## src/rtl/seq_divider_16by8.sv

```systemverilog
// -----------------------------------------------------------------------------
// seq_divider_16by8
//
// Sequential restoring divider: 16-bit unsigned dividend divided by an 8-bit
// unsigned divisor, producing a 16-bit quotient and an 8-bit remainder.
// One quotient bit is resolved per clock, so a normal division takes 16 RUN
// cycles plus one DONE cycle. This is the inverse-direction companion of the
// 8x16 Wallace-tree multiplier. Its results are used to cross-check products
// and to normalise operands.
//
// Handshake: start is sampled only in IDLE. busy is high while the operation
// runs. done pulses for one cycle when quotient/remainder/dbz are valid. The
// results then hold until the next completed operation.
//
// Ports:
//   clk        in   1   rising-edge clock
//   rst_n      in   1   asynchronous, active-low reset
//   start      in   1   begin a division (ignored unless IDLE)
//   dividend   in  16   unsigned dividend, captured on accepted start
//   divisor    in   8   unsigned divisor, captured on accepted start
//   busy       out  1   operation in progress
//   done       out  1   one-cycle result-valid pulse
//   quotient   out 16   unsigned quotient (registered)
//   remainder  out  8   unsigned remainder (registered)
//   dbz        out  1   divide-by-zero flag, valid with done
//
// Configuration macro: DIV_DBZ_CHECK_EN
//   Defined:
//     A zero divisor goes straight from IDLE to DONE.
//     It returns quotient=16'hFFFF, remainder=0 and dbz=1.
//     busy is held high for that single DONE cycle.
//   Undefined:
//     dbz is tied low.
//     A zero divisor runs the normal 16 iterations.
//     That gives quotient=16'hFFFF and remainder=dividend[7:0].
// -----------------------------------------------------------------------------
module seq_divider_16by8 (
  input  logic        clk,
  input  logic        rst_n,
  input  logic        start,
  input  logic [15:0] dividend,
  input  logic [7:0]  divisor,
  output logic        busy,
  output logic        done,
  output logic [15:0] quotient,
  output logic [7:0]  remainder,
  output logic        dbz
);

  typedef enum logic [1:0] {
    IDLE = 2'b00,
    RUN  = 2'b01,
    DONE = 2'b10
  } state_t;

  state_t state;
  state_t state_next;

  // Working registers.
  // shift_q starts as the dividend. Each iteration shifts its MSB into the
  // partial remainder and shifts the new quotient bit in at the LSB, so after
  // 16 iterations it holds the quotient.
  logic [15:0] shift_q;
  logic [7:0]  divisor_q;
  logic [3:0]  count;

  // The partial remainder is conceptually 9 bits wide. After the
  // restore/keep decision it is always below the divisor, so its top bit is
  // always zero and is not stored. The 9-bit value exists only as trial_rem.
  logic [7:0]  part_rem;

  logic [15:0] quot_q;
  logic [7:0]  rem_q;

  // Combinational single-iteration datapath.
  logic [8:0]  trial_rem;
  logic        q_bit;
  logic [7:0]  rem_next;
  logic [15:0] shift_next;

`ifdef DIV_DBZ_CHECK_EN
  logic        dbz_q;
  logic        div_zero;

  assign div_zero = (divisor == 8'h00);
`endif

  // One restoring step.
  // The 9-bit trial value is compared against the divisor; no borrow means
  // quotient bit 1. When it succeeds, the true difference is below the
  // divisor, so the low 8 bits of the subtraction are exact.
  always_comb begin
    trial_rem  = {part_rem, shift_q[15]};
    q_bit      = (trial_rem >= {1'b0, divisor_q});
    rem_next   = trial_rem[7:0];
    if (q_bit) begin
      rem_next = trial_rem[7:0] - divisor_q;
    end
    shift_next = {shift_q[14:0], q_bit};
  end

  // FSM state register.
  always_ff @(posedge clk or negedge rst_n) begin
    if (!rst_n) begin
      state <= IDLE;
    end else begin
      state <= state_next;
    end
  end

  // Next-state and handshake outputs.
  always_comb begin
    state_next = state;
    busy       = 1'b0;
    done       = 1'b0;
    case (state)
      IDLE: begin
        if (start) begin
`ifdef DIV_DBZ_CHECK_EN
          state_next = div_zero ? DONE : RUN;
`else
          state_next = RUN;
`endif
        end
      end
      RUN: begin
        busy = 1'b1;
        if (count == 4'd0) begin
          state_next = DONE;
        end
      end
      DONE: begin
        done       = 1'b1;
`ifdef DIV_DBZ_CHECK_EN
        // The short zero-divisor path still shows one busy cycle.
        busy       = dbz_q;
`endif
        state_next = IDLE;
      end
      default: begin
        state_next = IDLE;
      end
    endcase
  end

  // Datapath registers.
  // Operands are captured on acceptance. The iteration runs in RUN. Results
  // are written only on the final iteration, so they hold between operations.
  always_ff @(posedge clk or negedge rst_n) begin
    if (!rst_n) begin
      shift_q   <= 16'h0000;
      divisor_q <= 8'h00;
      part_rem  <= 8'h00;
      count     <= 4'd0;
      quot_q    <= 16'h0000;
      rem_q     <= 8'h00;
`ifdef DIV_DBZ_CHECK_EN
      dbz_q     <= 1'b0;
`endif
    end else begin
      case (state)
        IDLE: begin
          if (start) begin
            shift_q   <= dividend;
            divisor_q <= divisor;
            part_rem  <= 8'h00;
            count     <= 4'd15;
`ifdef DIV_DBZ_CHECK_EN
            if (div_zero) begin
              quot_q <= 16'hFFFF;
              rem_q  <= 8'h00;
              dbz_q  <= 1'b1;
            end
`endif
          end
        end
        RUN: begin
          shift_q  <= shift_next;
          part_rem <= rem_next;
          count    <= count - 4'd1;
          if (count == 4'd0) begin
            quot_q <= shift_next;
            rem_q  <= rem_next;
`ifdef DIV_DBZ_CHECK_EN
            dbz_q  <= 1'b0;
`endif
          end
        end
        default: begin
        end
      endcase
    end
  end

  assign quotient  = quot_q;
  assign remainder = rem_q;

`ifdef DIV_DBZ_CHECK_EN
  assign dbz = dbz_q;
`else
  assign dbz = 1'b0;
`endif

endmodule
```

## config.mk

```make
export PLATFORM = sky130hd
export DESIGN_NAME = seq_divider_16by8
export DESIGN_NICKNAME = d
export VERILOG_FILES = /design/src/rtl/seq_divider_16by8.sv
export SDC_FILE = /design/constraint.sdc
export NUM_CORES = 1
export LEC_CHECK = 0
export CAP_MARGIN = 20
export CELL_PAD_IN_SITES_DETAIL_PLACEMENT = 2
export CELL_PAD_IN_SITES_GLOBAL_PLACEMENT = 2
export CORE_AREA = 2 2 98 100
export DETAILED_ROUTE_END_ITERATION = 6
export DIE_AREA = 0 0 100 102
export GPL_ROUTABILITY_DRIVEN = 0
export MAX_ROUTING_LAYER = met4
export PLACE_DENSITY_LB_ADDON = 0.25
export REMOVE_ABC_BUFFERS = 1
export SETUP_SLACK_MARGIN = 0.4
export SKIP_CTS_REPAIR_TIMING = 1
export SYNTH_ARGS = -nofsm -noshare
export SYNTH_HDL_FRONTEND = slang
export SYNTH_SLANG_ARGS = --single-unit
```

## constraint.sdc

```tcl
create_clock -name clk -period 5.1 [get_ports clk]
set_input_delay 0.51 -clock clk [delete_from_list [all_inputs] [get_ports clk]]
set_output_delay 0.51 -clock clk [all_outputs]
set_load 0.1 [all_outputs]
```

==> run_results.csv <==
group,metric,value,unit
grt,grt_pass1_wl,15.5,mm
timing,finalClockSkew,12.9,ps
cts,h-tree-depth,3,
synth,synthFlopType,"dfrtp_1",
cells_and_area,layout_common_cells,"nand2_1, dfrtp_1, clkdlybuf4s50_1",
synth,synth_edf_count,0,
cells_and_area,synthToLayoutAreaGrowth,23.5,%
worst_setup_path,path_class,"reg -> out",
cts,clk_latency,350,ps
cells_and_area,fin_nets,417,
cells_and_area,drive_gt1_share,8.57,%
grt,grt-ovfl-total,0,
cts,cts_tree,"yes",
timing,fin_setup_tns,0,ps
timing,hold_viol,0,
routing,via_count,2677,
timing,fin_ws,2010,ps
timing,relSlewSlack,28.4,%
cts,numClockSinks,62,
worst_setup_path,slowest_delay,1160,ps
cts,clockRootBuffer,"clkbuf_8",
grt,antenna_found_initial,0,
worst_hold_path,hold_class,"in -> async",
synth,synthCells,332,
worst_setup_path,worstPathArrival,2580,ps
timing,max_freq,323,MHz
worst_setup_path,slowest_stage,"clkdlybuf4s50_1",
flow_run,drv_cap,0,
floorplan,die_w,100,µm
synth,ys_seq_area_share,49.7,%
worst_setup_path,worstPathMaxFanout,18,
synth,synthArstFlopShare,100,%
timing,final-setup-viol-count,0,
synth,avgSynthCellArea,9.40,µm²
cts,path_clk_slew,80,ps
routing,drc,0,
worst_setup_path,worstPathRequired,4590,ps
floorplan,coreArea,9110,µm²
timing,rsz0062_at_grt,"no",
floorplan,die-area,10200,µm²
grt,grt_util_all_layers,20.3,%
worst_setup_path,crit_family,"buffers and inverters",
synth,synthDistinctLibCells,51,
cts,clockBufferDepth,2,
cells_and_area,final_common_cell,"nand2_1",
cells_and_area,n_antenna_cell,0,
place,dp_slack,2370,ps
timing,period_minus_slack,3090,ps
worst_setup_path,end_kind,"primary output",
floorplan,num_rows,35,
grt,grt_max_degree,63,
synth,synth_area,3120,µm²
routing,dr.pass1.iters,4,
grt,grt_pass1_vias,2985,
routing,wl,9.08,mm
synth,ys_ff_latch,62,
place,hpwl,5.85,mm
timing,finalCritPeriodShare,60.6,%
timing,slew_viol_final,0,
cts,numCtsBuffers,9,
routing,routedWlPerCell,18.3,µm
routing,ant_nets,0,
floorplan,dieHeight,102,µm
worst_setup_path,crit_path_cell_trace,"nand2b_1 -> inv_1 -> clkdlybuf4s50_1",
status,status,"finished clean",
worst_setup_path,crit_path_start_kind,"register",
routing,via_per_inst,5.40,
place,io_buffers,52,
routing,drtIter0Drc,64,
worst_setup_path,r2r_slack,2450,ps
worst_setup_path,critical_path_buf_inv_count,2,
floorplan,start_util,34.2,%
timing,worstMarginPinSlew,1070,ps
floorplan,io_pins,54,
synth,yosys_warnings,0,
## cells in the mapped netlist (5+ instances only)
cell / number / area share (%)
nand2_1: 94 / 11
buf_6: 7 / 2.5
a21oi_1: 12 / 1.9
dfrtp_1: 62 / 50
nor2_1: 12 / 1.4
a31oi_1: 7 / 1.4
nand4_1: 5 / 1.0
o31ai_1: 6 / 1.4
o21ai_0: 18 / 2.9
buf_2: 6 / 0.96
nand3_1: 11 / 1.8
a22oi_1: 15 / 3.6
ha_1: 9 / 3.6
inv_1: 14 / 1.7
## cell type report
class                   instances  area [µm²]
fillers                      1000        5260
well taps                     111         139
clock inverters                 6        62.6
flip-flops and latches         62        1550
inverters                      14        52.6
repair buffers                 57         553
clock buffers                  10         128
multi-input cells             236        1370
## metrics by stage
| step | util, % | instance area (µm²) | instances | hold slack (ps) |
|---|---|---|---|---|
| global placement | 40.1 | 3650 | 479 | 457 |
| finish | 42.3 | 3850 | 496 | 328 |
| global route | 42.3 | 3850 | 496 | 412 |
| detailed placement | 40.1 | 3650 | 479 | 467 |
| CTS | 42.2 | 3840 | 495 | 389 |
| floorplan | - | 2970 | 312 | 214 |
## registers in the layout, summed over array words and instances (netlist names)
register / cells
count: 4
divisor_q: 8
part_rem: 8
quotient: 16
remainder: 8
shift_q: 16
state: 2
## layer usage
layer,global-route usage (%),share of wire [%],up-vias
met5,-,0,-
met4,7.48,1.9,0
met3,2.87,2.2,16
met2,33.4,49,46
met1,25.6,47,1374
li1,-,-,1241
## cell families (layout without fill, tap and decap cells)
kind of cell | Yosys count | count (layout) | share of synthesized area (%)
adder cells (fa/ha/maj) | 10 | 10 | 4.25
AO/OA/AOI/OAI | 80 | 80 | 18.5
AND/OR/NAND/NOR | 142 | 142 | 20.1
flip-flops | 62 | 62 | 49.7
other | 1 | 1 | 0.120
buffers and inverters | 34 | 87 | 6.46
XOR/XNOR | 3 | 3 | 0.843
## worst paths after layout
check | start | end | depth (start not counted)
hold / removal | rst_n | divisor_q[2]$_DFFE_PN0P_ | 2
max in group asynchronous | rst_n | part_rem[2]$_DFFE_PN0P_ | 2
hold reg to reg | quotient[13]$_DFFE_PN0P_ | quotient[13]$_DFFE_PN0P_ | 2
min in group clk | quotient[13]$_DFFE_PN0P_ | quotient[13]$_DFFE_PN0P_ | 2
setup reg to reg | part_rem[5]$_DFFE_PN0P_ | part_rem[4]$_DFFE_PN0P_ | 5
setup / recovery | state[1]$_DFFE_PN0P_ | busy | 3
Power is not shown: default switching activity piles up to over one toggle a cycle in this logic, so the estimate is an artifact.
